<file path="config.mk">
export PLATFORM = sky130hd
export DESIGN_NAME = l2_port_arbiter
export DESIGN_NICKNAME = d
export VERILOG_FILES = /design/src/rtl/l2_arb_pkg.sv /design/src/rtl/l2_arb_pick.sv /design/src/rtl/l2_port_arbiter.sv
export SDC_FILE = /design/constraint.sdc
export NUM_CORES = 1
export LEC_CHECK = 0
export BUFFER_PORTS_ARGS = -buffer_cell sky130_fd_sc_hd__buf_2
export CAP_MARGIN = 20
export CORE_MARGIN = 5
export CORE_UTILIZATION = 29
export CTS_BUF_LIST = sky130_fd_sc_hd__clkbuf_2
export DETAILED_ROUTE_END_ITERATION = 12
export PLACE_DENSITY = 0.57
export SYNTH_ARGS = -nofsm -noshare
export SYNTH_HDL_FRONTEND = slang
export SYNTH_SLANG_ARGS = --single-unit
</file>
<file path="constraint.sdc">
create_clock -name clk -period 1.65 [get_ports clk]
set_input_delay 0.0825 -clock clk [delete_from_list [all_inputs] [get_ports clk]]
set_output_delay 0.0825 -clock clk [all_outputs]
set_load 0.05 [all_outputs]
</file>
<file path="src/rtl/l2_arb_pkg.sv">
// Shared encodings for the two-port L2 request arbiter.
package l2_arb_pkg;

    typedef enum logic [1:0] {
        IDLE  = 2'd0,
        ISSUE = 2'd1,
        DRAIN = 2'd2
    } arb_state_e;

    localparam logic PORT_A = 1'b0;
    localparam logic PORT_B = 1'b1;

    function automatic logic other_port(input logic port);
        return ~port;
    endfunction

endpackage

</file>
<file path="src/rtl/l2_arb_pick.sv">
// Two-way winner selection: a lone eligible port wins outright, ties go to the
// round-robin pointer or, with FIXED_PRI set, always to port B.
module l2_arb_pick
    import l2_arb_pkg::*;
#(
    parameter int FIXED_PRI = 0
) (
    input  logic [1:0] eligible,
    input  logic       rr_ptr,
    output logic       grant,
    output logic       grant_valid
);

    always_comb begin
        grant       = PORT_A;
        grant_valid = |eligible;
        case (eligible)
            2'b01:   grant = PORT_A;
            2'b10:   grant = PORT_B;
            2'b11:   grant = (FIXED_PRI != 0) ? PORT_B : rr_ptr;
            default: grant = PORT_A;
        endcase
    end

endmodule

</file>
<file path="src/rtl/l2_port_arbiter.sv">
// Serialises instruction-fetch (A) and data (B) requests onto the single L2
// request bus, one whole transaction at a time.
//
//   state | meaning
//   IDLE  | waiting for an eligible port; winner fields latched on exit
//   ISSUE | l2_start high with latched fields, waiting for first l2_done
//   DRAIN | l2_start low, riding out a stretched l2_done before re-arbitrating
module l2_port_arbiter
    import l2_arb_pkg::*;
#(
    parameter int ADDR_W    = 24,
    parameter int DATA_W    = 32,
    parameter int FIXED_PRI = 0
) (
    input  logic              clk,
    input  logic              reset_n,

    input  logic [ADDR_W-1:0] a_addr,
    input  logic [DATA_W-1:0] a_data,
    input  logic              a_we,
    input  logic              a_start,
    output logic [DATA_W-1:0] a_q,
    output logic              a_done,

    input  logic [ADDR_W-1:0] b_addr,
    input  logic [DATA_W-1:0] b_data,
    input  logic              b_we,
    input  logic              b_start,
    output logic [DATA_W-1:0] b_q,
    output logic              b_done,

    output logic [ADDR_W-1:0] l2_addr,
    output logic [DATA_W-1:0] l2_data,
    output logic              l2_we,
    output logic              l2_start,
    input  logic [DATA_W-1:0] l2_q,
    input  logic              l2_done
);

    arb_state_e state;
    arb_state_e state_nxt;

    logic       rr_ptr;
    logic       winner;
    logic       served_a;
    logic       served_b;
    logic [1:0] eligible;
    logic       grant;
    logic       grant_valid;
    logic       latch_en;
    logic       complete;

    // A port that was just served stays ineligible until it drops start once.
    assign eligible = {b_start & ~served_b, a_start & ~served_a};

    l2_arb_pick #(
        .FIXED_PRI (FIXED_PRI)
    ) u_pick (
        .eligible    (eligible),
        .rr_ptr      (rr_ptr),
        .grant       (grant),
        .grant_valid (grant_valid)
    );

    always_ff @(posedge clk or negedge reset_n) begin
        if (!reset_n) begin
            state <= IDLE;
        end else begin
            state <= state_nxt;
        end
    end

    always_comb begin
        state_nxt = state;
        latch_en  = 1'b0;
        complete  = 1'b0;
        case (state)
            IDLE: begin
                if (grant_valid) begin
                    latch_en  = 1'b1;
                    state_nxt = ISSUE;
                end
            end
            ISSUE: begin
                if (l2_done) begin
                    complete  = 1'b1;
                    state_nxt = DRAIN;
                end
            end
            DRAIN: begin
                if (!l2_done) begin
                    state_nxt = IDLE;
                end
            end
            default: state_nxt = IDLE;
        endcase
    end

    always_ff @(posedge clk or negedge reset_n) begin
        if (!reset_n) begin
            l2_addr  <= '0;
            l2_data  <= '0;
            l2_we    <= 1'b0;
            l2_start <= 1'b0;
            winner   <= PORT_A;
            rr_ptr   <= PORT_A;
            a_q      <= '0;
            b_q      <= '0;
            a_done   <= 1'b0;
            b_done   <= 1'b0;
        end else begin
            a_done <= 1'b0;
            b_done <= 1'b0;
            if (latch_en) begin
                l2_addr  <= (grant == PORT_B) ? b_addr : a_addr;
                l2_data  <= (grant == PORT_B) ? b_data : a_data;
                l2_we    <= (grant == PORT_B) ? b_we   : a_we;
                l2_start <= 1'b1;
                winner   <= grant;
            end
            if (complete) begin
                l2_start <= 1'b0;
                rr_ptr   <= other_port(winner);
                if (winner == PORT_B) begin
                    b_q    <= l2_q;
                    b_done <= 1'b1;
                end else begin
                    a_q    <= l2_q;
                    a_done <= 1'b1;
                end
            end
        end
    end

    // Set wins over clear so a port that dropped start mid-transaction still
    // shows served for exactly one cycle after its done.
    always_ff @(posedge clk or negedge reset_n) begin
        if (!reset_n) begin
            served_a <= 1'b0;
            served_b <= 1'b0;
        end else begin
            if (complete && winner == PORT_A) begin
                served_a <= 1'b1;
            end else if (!a_start) begin
                served_a <= 1'b0;
            end
            if (complete && winner == PORT_B) begin
                served_b <= 1'b1;
            end else if (!b_start) begin
                served_b <= 1'b0;
            end
        end
    end

endmodule

</file>
==> impl_metrics.env, run 1 <==
export IMPL_status="finished clean"
export IMPL_met1Wirelength_um=8171
export IMPL_cp_end_kind="flop"
export IMPL_clock_skew_final_ns=0.02002
export IMPL_antenna_found_initial=0
export IMPL_postRouteAntennaNets=0
export IMPL_cts_root_buf="clkbuf_2"
export IMPL_crit_path_start_kind="flop"
export IMPL_finalCritPeriodShare_pct=98.19
export IMPL_dieArea_um2=21140
export IMPL_synthTopCellsByCount="nand2_1 (214), dfrtp_1 (130), nor2_1 (60)"
export IMPL_vdd_drop_max_uv=1341
export IMPL_drcViolationCount=0
export IMPL_yosysMostFrequentCell="nand2_1"
export IMPL_synth_seq_cells=130
export IMPL_drtIter0Drc=187
export IMPL_cp_slowest_cell="dfrtp_1"
export IMPL_path_max_fanout=8
export IMPL_hold_viol=0
export IMPL_insertedDiodeCount=0
export IMPL_vias=5540
export IMPL_power_density_nw_per_um2=2110
export IMPL_post_dp_cell_area_um2=7033
export IMPL_synth_cell_type_count=23
export IMPL_criticalPathCategory="reg -> reg"
export IMPL_setup_tns_ns=0
export IMPL_arrival_ns=2.18
export IMPL_clk_pin_slew_worst_paths_ns=0.22
export IMPL_clock_path_buffers=2
export IMPL_regToRegSetupSlack_ns=0.03
export IMPL_synth_area_um2=5315
export IMPL_clk_latency_ns=0.66
export IMPL_worst_ep_required_time_ns=2.21
export IMPL_ys_warn_count=0
export IMPL_core_area_um2=18020
export IMPL_yosysSeqAreaShare_pct=61.21
export IMPL_rows=49
export IMPL_grt_pass1_wl_um=30260
export IMPL_nets=1133
export IMPL_numCtsBuffers=17
export IMPL_max_cap_viol_count=0
export IMPL_viasPerCell=4.526
export IMPL_finalWirelength_um=19510
export IMPL_leakage_nw=4.553
export IMPL_io_pins=275
export IMPL_routed_wl_met3_um=1624
export IMPL_yosys_top_cells_area="dfrtp_1 (61%), nand2_1 (15%), a31oi_1 (6.7%)"
export IMPL_setup_viol=0
export IMPL_total_power_mw=19.08
export IMPL_grt_pass1_vias=5857
export IMPL_slew_violations=0
export IMPL_drtPass1Iterations=6
export IMPL_routabilityCongestion=0.7525
export IMPL_grt_max_degree=69
export IMPL_syn_instance_count=544
export IMPL_synth_avg_cell_area_um2=9.770
export IMPL_cp_buffers_inverters=2
export IMPL_p_seq_share_pct=29.1
export IMPL_start_util_pct=29.49
export IMPL_gr_usage_all_layers_pct=17.38
export IMPL_async_flop_share_pct=100.0
export IMPL_hpwl_um=11540
export IMPL_pre_cts_ws_ns=0.09247
export IMPL_synth_main_ff_cell="dfrtp_1"
export IMPL_clock_sinks=130
export IMPL_tightest_slew_ns=0.4176
export IMPL_yosys_area_top_type_share_pct=61.21
export IMPL_synth_nets=695
export IMPL_cpPeakStageDelay_ns=0.41
export IMPL_fin_cells=1224
export IMPL_p_switching_mw=10.41
export IMPL_max_slew_margin_rel_pct=72.16
export IMPL_clockPowerShare_pct=9.2
export IMPL_yosysTopAreaCell="dfrtp_1"
export IMPL_die_x_um=145.4
export IMPL_rsz0062_at_grt="yes"
export IMPL_fin_ws_ns=0.02993
export IMPL_power_internal_mw=8.670
export IMPL_period_needed_ns=1.620
export IMPL_power_frac_comb_pct=61.7
export IMPL_critical_path_top_delay_family="simple AND/OR/NAND/NOR gates"
export IMPL_dp_cells=1028
export IMPL_layout_drive_gt1_share_pct=37.09
export IMPL_top_layer="met4"
export IMPL_synth_edf_count=0
export IMPL_switching_share_pct=54.56
export IMPL_cp_cell_sequence="and2b_2 -> nand2_4 -> nor2_4 -> buf_6 -> clkbuf_16 -> mux2_2"
export IMPL_grt_overflow=0
export IMPL_final_cell_area_um2=9041
export IMPL_met2_length_um=9394
export IMPL_wl_per_cell_um=15.94
export IMPL_hp_class="in -> reg"
export IMPL_die_h_um=145.4
export IMPL_clock_fmax_mhz=617.3
export IMPL_port_buffers=274
export IMPL_syn2layout_area_growth_pct=70.10
export IMPL_cts_tree="built"
export IMPL_cts_max_level=4
-- what timing repair did --
action,CTS,global route
resized for setup,0,27
buffers inserted,0,8
endpoints found under the hold margin,260,0
setup endpoints to repair,0,56
hold buffers,152,0
-- final cells by class --
| type | instances | area [um2] |
|---|---|---|
| fill | 1633 | 8984 |
| timing repair buffer | 454 | 3354 |
| sequential | 130 | 3253 |
| multi-input combinational | 377 | 1932 |
| tap | 229 | 286.5 |
| clock inverter | 14 | 113.9 |
| clock buffer | 18 | 90.09 |
| inverter | 2 | 11.26 |
-- power groups by stage --
| stage | Combinational [mW] | Sequential [mW] | Clock (mW) |
|---|---|---|---|
| after CTS | 11.2 | 5.53 | 1.89 |
| after global routing | 12.5 | 5.74 | 2.01 |
| final | 11.8 | 5.55 | 1.76 |
| after floorplan | 2.88 | 10.7 | 0 |
| after detailed placement | 10.9 | 5.57 | 0 |
| after global placement | 10.8 | 5.54 | 0 |
-- cell usage in the layout, fill, tap and decap left out --
cell type	count
mux2_1	4
buf_4	10
inv_1	1
and2_4	1
dfrtp_1	130
nand2_4	1
buf_6	3
bufinv_16	1
and2b_2	1
nor2_1	60
xnor2_1	1
a21o_1	3
buf_16	1
nor2b_1	1
nand2_1	212
clkbuf_16	4
nand3_1	1
or3b_1	1
nor2_4	1
dlygate4sd3_1	151
inv_6	2
clkinv_2	3
mux2_2	14
nand2_2	1
clkbuf_2	18
clkinv_4	2
a21oi_1	1
clkinvlp_4	4
clkinv_1	3
buf_12	12
nor2b_2	1
o21a_4	1
mux2_4	15
a31oi_1	57
buf_2	273
-- tightest hold or removal path, stage by stage --
cell and delay, ns:
dlygate4sd3_1 0.52, buf_2 0.11, nand2_1 0.04, nand2_1 0.04
-- per-stage QoR --
step	hold slack [ns]	util, %
floorplan	-0.2131	-
global placement	0.03108	39.02
detailed placement	0.02830	39.02
CTS	0.01788	48.65
global route	0.02393	50.16
finish	0.1385	50.16
-- final timing paths --
| check | cells after the start | start | endpoint |
|---|---|---|---|
| worst min register to register | 2 | b_q[2]$_DFFE_PN0P_ | b_q[2]$_DFFE_PN0P_ |
| min in group asynchronous | 4 | reset_n | a_q[5]$_DFFE_PN0P_ |
| worst max register to register | 6 | state[1]$_DFFE_PN0P_ | a_q[28]$_DFFE_PN0P_ |
| worst max-delay path | 6 | state[1]$_DFFE_PN0P_ | a_q[28]$_DFFE_PN0P_ |
| worst min-delay path | 4 | l2_q[1] | b_q[1]$_DFFE_PN0P_ |
| max in group asynchronous | 4 | reset_n | winner$_DFFE_PN0P_ |
-- cells by family (layout without fill, tap and decap cells) --
| logic type | after synthesis | count (layout) | share of synthesized area [%] |
|---|---|---|---|
| and+or+nand+nor | 281 | 281 | 20.32 |
| DFF | 130 | 130 | 61.21 |
| muxes | 33 | 33 | 6.992 |
| AOI/OAI and AO/OA | 62 | 62 | 7.368 |
| xor gates and xnor gates | 1 | 1 | 0.1648 |
| buffers and inverters | 37 | 488 | 3.954 |
-- metal layers --
| layer | vias to the layer above | GRT usage, % |
|---|---|---|
| li1 | 2645 | - |
| met1 | 2637 | 20.62 |
| met2 | 236 | 29.06 |
| met3 | 22 | 7.287 |
| met4 | 0 | 4.851 |
| met5 | - | 0 |
-- registers in the layout, indices dropped and copies added, names as in the netlist --
| name | flops |
|---|---|
| a_q | 32 |
| b_q | 32 |
| l2_data | 32 |
| l2_addr | 24 |
| state | 2 |
| a_done | 1 |
| b_done | 1 |
| l2_start | 1 |
| l2_we | 1 |
| rr_ptr | 1 |
| served_a | 1 |
| served_b | 1 |
| winner | 1 |
No activity file was read; power rests on OpenSTA's default activity.
==> inputs of run 2 (changes only) <==
--- a/config.mk
+++ b/config.mk
@@ -11,7 +11,8 @@
 export CORE_UTILIZATION = 29
 export CTS_BUF_LIST = sky130_fd_sc_hd__clkbuf_2
 export DETAILED_ROUTE_END_ITERATION = 12
-export PLACE_DENSITY = 0.57
+export PLACE_DENSITY = 0.59
 export SYNTH_ARGS = -nofsm -noshare
 export SYNTH_HDL_FRONTEND = slang
+export SYNTH_HIERARCHICAL = 1
 export SYNTH_SLANG_ARGS = --single-unit
==> constraint.sdc (replaced) <==
create_clock -name clk -period 1.3 [get_ports clk]
set_input_delay 0.13 -clock clk [delete_from_list [all_inputs] [get_ports clk]]
set_output_delay 0.13 -clock clk [all_outputs]
set_load 0.05 [all_outputs]
==> impl_metrics.env, run 2 <==
export IMPL_grt_max_degree=79
export IMPL_path_max_fanout=6
export IMPL_fillerInstances=1389
export IMPL_period_needed_ns=1.625
export IMPL_power_density_nw_per_um2=2784
export IMPL_fin_util_pct=58.80
export IMPL_leakage_nw=5.074
export IMPL_postRouteAntennaNets=0
export IMPL_post_dp_cell_area_um2=7189
export IMPL_synth_main_ff_cell="dfrtp_1"
export IMPL_max_slew_margin_rel_pct=71.08
export IMPL_yosysMostFrequentCell="dfrtp_1"
export IMPL_crit_path_start_kind="flop"
export IMPL_final_cell_area_um2=10670
export IMPL_pre_cts_ws_ns=-0.2580
export IMPL_hold_depth=3
export IMPL_clk_latency_ns=0.69
export IMPL_clock_path_buffers=2
export IMPL_fin_ws_ns=-0.3253
export IMPL_syn_instance_count=415
export IMPL_tightest_slew_ns=0.4338
export IMPL_synth_edf_count=0
export IMPL_io_pins=275
export IMPL_die_x_um=146.3
export IMPL_drcViolationCount=0
export IMPL_synthTopCellsByCount="dfrtp_1 (130), mux2_2 (63), nor2_1 (59)"
export IMPL_dieArea_um2=21400
export IMPL_clock_sinks=130
export IMPL_synth_seq_cells=130
export IMPL_status="complete, but fails checks"
export IMPL_yosysTopAreaCell="dfrtp_1"
export IMPL_max_cap_viol_count=0
export IMPL_vdd_drop_max_uv=2065
export IMPL_worst_ep_required_time_ns=1.88
export IMPL_gr_usage_all_layers_pct=18.92
export IMPL_criticalPathCategory="reg -> reg"
export IMPL_ys_warn_count=6
export IMPL_hpwl_um=10690
export IMPL_nets=1069
export IMPL_die_h_um=146.3
export IMPL_core_area_um2=18150
export IMPL_slew_violations=0
export IMPL_drtIter0Drc=127
export IMPL_r2r_cells=7
export IMPL_arrival_ns=2.21
export IMPL_routabilityCongestion=0.7548
export IMPL_setup_tns_ns=-35.27
export IMPL_hp_class="in -> reg"
export IMPL_yosys_top_cells_area="dfrtp_1 (60%), mux2_2 (13%), mux2i_1 (11%)"
export IMPL_grt_pass1_vias=5970
export IMPL_cts_max_level=4
export IMPL_failed_checks="setup timing"
export IMPL_yosys_area_top_type_share_pct=60.38
export IMPL_synth_avg_cell_area_um2=12.98
export IMPL_clock_skew_final_ns=0.05133
export IMPL_setup_viol=246
export IMPL_synth_area_um2=5388
export IMPL_syn2layout_area_growth_pct=98.05
export IMPL_cp_end_kind="flop"
export IMPL_synth_cell_type_count=23
export IMPL_drtPass1Iterations=6
export IMPL_clock_fmax_mhz=615.3
export IMPL_wl_per_cell_um=18.48
export IMPL_top_regs="a_q: 32 flops, b_q: 32 flops, l2_data: 32 flops"
export IMPL_numCtsBuffers=17
export IMPL_hold_viol=0
export IMPL_vias=5291
export IMPL_cts_root_buf="clkbuf_2"
export IMPL_yosysSeqAreaShare_pct=60.38
export IMPL_rows=49
export IMPL_async_flop_share_pct=100.0
export IMPL_synth_nets=566
export IMPL_multi_input_area_um2=2185
export IMPL_start_util_pct=29.69
export IMPL_rsz0062_at_grt="yes"
export IMPL_grt_pass1_wl_um=32310
export IMPL_port_buffers=274
export IMPL_seqCellArea_um2=3256
export IMPL_antenna_found_initial=1
export IMPL_viasPerCell=4.557
export IMPL_cts_tree="built"
export IMPL_grt_overflow=0
export IMPL_final_cell_mix="dlygate4sd3_1 (151), buf_2 (149), buf_6 (134)"
export IMPL_layout_drive_gt1_share_pct=51.45
export IMPL_finalCritPeriodShare_pct=125.0
export IMPL_final_common_cell="dlygate4sd3_1"
export IMPL_clk_pin_slew_worst_paths_ns=0.25
export IMPL_finalWirelength_um=21460
## run 2: cell count changes after synthesis, moves of 2 or more
cell / before / now
mux2i_1: 0 / 57
buf_6: 3 / 5
a31oi_1: 57 / 0
buf_2: 11 / 17
nand2_1: 214 / 2
mux2_1: 7 / 2
o21ai_0: 0 / 2
clkbuf_1: 11 / 1
buf_4: 9 / 3
a21oi_1: 1 / 58
mux2_2: 26 / 63
inv_1: 1 / 4
## run 2: where the power goes
part | total [mW] | internal, mW | switching (mW)
Combinational | 19.7 | 8.52 | 11.2
Clock | 2.37 | 0.719 | 1.65
Sequential | 7.63 | 6.06 | 1.56
## run 2: cell type report
cell class / instances / area share, %
repair buffers: 510 / 44.09
flip-flops and latches: 130 / 30.51
clock inverters: 14 / 1.208
multi-input cells: 255 / 20.47
inverters: 4 / 0.1642
diodes: 1 / 0.02345
clock buffers: 18 / 0.8443
well taps: 229 / 2.685
## run 2: per-layer routing
| metal | share of wire, % | vias to the layer above | global-route usage, % | wire length (um) |
|---|---|---|---|---|
| met5 | 0 | - | 0 | 0 |
| met4 | 2.9 | 0 | 6.820 | 625 |
| met3 | 7.7 | 49 | 7.468 | 1657 |
| met2 | 52 | 240 | 32.30 | 11080 |
| met1 | 38 | 2552 | 21.54 | 8097 |
| li1 | - | 2450 | - | - |
## run 2: worst paths after layout
kind                       slack, ns                 endpoint            startpoint
min                             0.21       a_q[5]$_DFFE_PN0P_               l2_q[5]
min reg2reg                     0.51     served_a$_DFFE_PN0P_  served_a$_DFFE_PN0P_
max reg2reg                    -0.33  l2_addr[23]$_DFFE_PN0P_  served_b$_DFFE_PN0P_
min in group asynchronous       0.64      b_q[25]$_DFFE_PN0P_               reset_n
max in group asynchronous       0.24   l2_data[9]$_DFFE_PN0P_               reset_n
max                            -0.33  l2_addr[23]$_DFFE_PN0P_  served_b$_DFFE_PN0P_
## run 2: timing repair
action,CTS,global route
hold buffers,151,0
gates cloned,10,2
pin swaps,2,13
hold endpoints to repair,259,0
resized for setup,302,30
endpoints found under the setup margin,246,246
buffers inserted,27,29
## run 2: logic make-up (layout without fill, tap and decap cells)
kind of cell	count (synthesis)	count (layout)	synth area share [%]
AOI/OAI and AO/OA	64	64	6.131
muxes	122	122	24.18
and+or+nand+nor	68	68	5.759
DFF	130	130	60.38
xor gates and xnor gates	1	1	0.1626
buffers and inverters	30	546	3.390
other	0	1	0
## run 2: per-stage QoR
step | power (mW) | hold WS, ns | cells
final | 29.70 | 0.2091 | 1161
after global routing | 31.07 | 0.09701 | 1161
after CTS | 28.71 | 0.1005 | 1133
after detailed placement | 21.47 | 0.1567 | 915
after global placement | 21.26 | 0.1525 | 915
after floorplan | 17.74 | -0.1656 | 415
## run 2: critical path, cell delays in order (launching register included)
cell      delay (ns)
dfrtp_1         0.43
nor2b_1         0.14
a21boi_4        0.21
buf_6           0.15
buf_12          0.14
buf_16          0.15
mux2i_4         0.25
a21oi_2         0.07
==> inputs of run 3 (changes only) <==
==> constraint.sdc (replaced) <==
create_clock -name clk -period 1.3 [get_ports clk]
set_input_delay 0.13 -clock clk [delete_from_list [all_inputs] [get_ports clk]]
set_output_delay 0.13 -clock clk [all_outputs]
set_load 0.1 [all_outputs]
==> impl_metrics.env, run 3 (synthesis gave the netlist of run 2 again) <==
export IMPL_syn2layout_area_growth_pct=116.9
export IMPL_cts_tree="built"
export IMPL_hpwl_um=10690
export IMPL_die_x_um=146.3
export IMPL_core_area_um2=18150
export IMPL_max_cap_viol_count=0
export IMPL_regToRegSetupSlack_ns=-0.35
export IMPL_r2r_cells=6
export IMPL_failed_checks="setup timing"
export IMPL_die_h_um=146.3
export IMPL_crit_path_start_kind="flop"
export IMPL_final_cell_area_um2=11690
export IMPL_finalCritPeriodShare_pct=127.3
export IMPL_holdPathEnd="served_a$_DFFE_PN0P_"
export IMPL_setup_viol=246
export IMPL_viasPerCell=4.669
export IMPL_layout_drive_gt1_share_pct=50.49
export IMPL_clock_sinks=130
export IMPL_rsz0062_at_grt="yes"
export IMPL_cts_max_level=4
export IMPL_numCtsBuffers=17
export IMPL_port_buffers=274
export IMPL_top_regs="a_q: 32 flops, b_q: 32 flops, l2_data: 32 flops"
export IMPL_dp_cells=915
export IMPL_cts_root_buf="clkbuf_2"
export IMPL_gr_usage_all_layers_pct=20.19
export IMPL_cp_end_kind="flop"
export IMPL_drcViolationCount=0
export IMPL_nets=1059
export IMPL_grt_max_degree=79
export IMPL_routabilityCongestion=0.7548
export IMPL_worst_ep_required_time_ns=1.84
export IMPL_grt_pass1_vias=5997
export IMPL_fillerInstances=1255
export IMPL_start_util_pct=29.69
export IMPL_min_from="a_start"
export IMPL_post_dp_cell_area_um2=7189
export IMPL_fin_ws_ns=-0.3549
export IMPL_hold_viol=0
export IMPL_clock_skew_final_ns=0.02882
export IMPL_final_common_cell="dlygate4sd3_1"
export IMPL_vias=5379
export IMPL_io_pins=275
export IMPL_tightest_slew_ns=0.4277
export IMPL_status="complete, but fails checks"
export IMPL_final_cell_mix="dlygate4sd3_1 (151), buf_2 (149), buf_12 (133)"
export IMPL_clock_path_buffers=2
export IMPL_drtIter0Drc=124
export IMPL_grt_pass1_wl_um=34110
export IMPL_clk_latency_ns=0.67
export IMPL_pre_cts_ws_ns=-0.2580
export IMPL_hold_depth=3
export IMPL_grt_overflow=0
export IMPL_hp_class="in -> reg"
export IMPL_r2r_end="l2_data[28]$_DFFE_PN0P_"
export IMPL_max_slew_margin_rel_pct=71.48
export IMPL_wl_per_cell_um=19.88
export IMPL_path_max_fanout=12
export IMPL_antenna_found_initial=2
export IMPL_criticalPathCategory="reg -> reg"
export IMPL_postRouteAntennaNets=0
export IMPL_rr_startpoint="served_b$_DFFE_PN0P_"
export IMPL_drtPass1Iterations=4
export IMPL_period_needed_ns=1.655
export IMPL_finalWirelength_um=22900
export IMPL_dieArea_um2=21400
export IMPL_rows=49
export IMPL_clock_fmax_mhz=604.3
export IMPL_fin_cells=1152
export IMPL_slew_violations=0
export IMPL_arrival_ns=2.20
export IMPL_clk_pin_slew_worst_paths_ns=0.20
-- run 3: changes by cell type in the layout (fill, tap and decap cells not counted), sizes merged --
cell / change
diode: +1
buf: -10
-- run 3: how the worst max path moves through the flow --
stage / start / endpoint / cells after the start
floorplan: served_a$_DFFE_PN0P_ / winner$_DFFE_PN0P_ / 5
global placement: served_b$_DFFE_PN0P_ / l2_addr[22]$_DFFE_PN0P_ / 5
detailed placement: served_b$_DFFE_PN0P_ / l2_addr[22]$_DFFE_PN0P_ / 5
CTS: a_q[18]$_DFFE_PN0P_ / a_q[18] / 1
global route: served_b$_DFFE_PN0P_ / l2_addr[2]$_DFFE_PN0P_ / 6
finish: served_b$_DFFE_PN0P_ / l2_data[28]$_DFFE_PN0P_ / 6
-- run 3: critical path: stages (launching register included) --
cell	delay [ns]
dfrtp_1	0.43
nor2b_1	0.15
a21boi_4	0.29
buf_12	0.14
buf_12	0.16
mux2i_2	0.26
a21oi_1	0.10
-- run 3: timing repair --
action                                 in CTS  in global routing
setup endpoints to repair                 246                246
buffers inserted                           20                 24
endpoints found under the hold margin     259                  0
gates resized for setup                   519                 58
hold buffers                              151                  0
gates cloned                               10                  2
pin swaps                                   2                  2
-- run 3: through the flow --
step	hold slack [ns]	setup TNS [ns]	util (%)
final	0.2229	-40.79	64.40
after global routing	0.07929	-68.06	64.40
after CTS	0.1035	-52.18	61.91
after detailed placement	0.1567	-17.06	39.62
after global placement	0.1525	-14.56	39.62
after floorplan	-0.1656	-9.547	-
-- run 3: layer usage --
layer | vias up | global-route usage [%] | wire (um)
li1 | 2446 | - | -
met1 | 2603 | 22.37 | 8400
met3 | 54 | 8.150 | 1768
met5 | - | 0 | 0
met2 | 276 | 34.85 | 11860
met4 | 0 | 7.667 | 871
-- run 3: area by class of cell --
type | count | area (um2) | area share (%)
repair buffers | 500 | 5746 | 49.16
flip-flops and latches | 130 | 3256 | 27.86
clock buffers | 18 | 90.09 | 0.7708
inverters | 4 | 17.52 | 0.1499
multi-input cells | 255 | 2158 | 18.47
diodes | 2 | 5.005 | 0.04282
well taps | 229 | 286.5 | 2.452
clock inverters | 14 | 128.9 | 1.103
Power of run 3 is left out: the tool's default activity adds up to more than one toggle a clock period on the data nets, which glitch-free logic cannot reach.
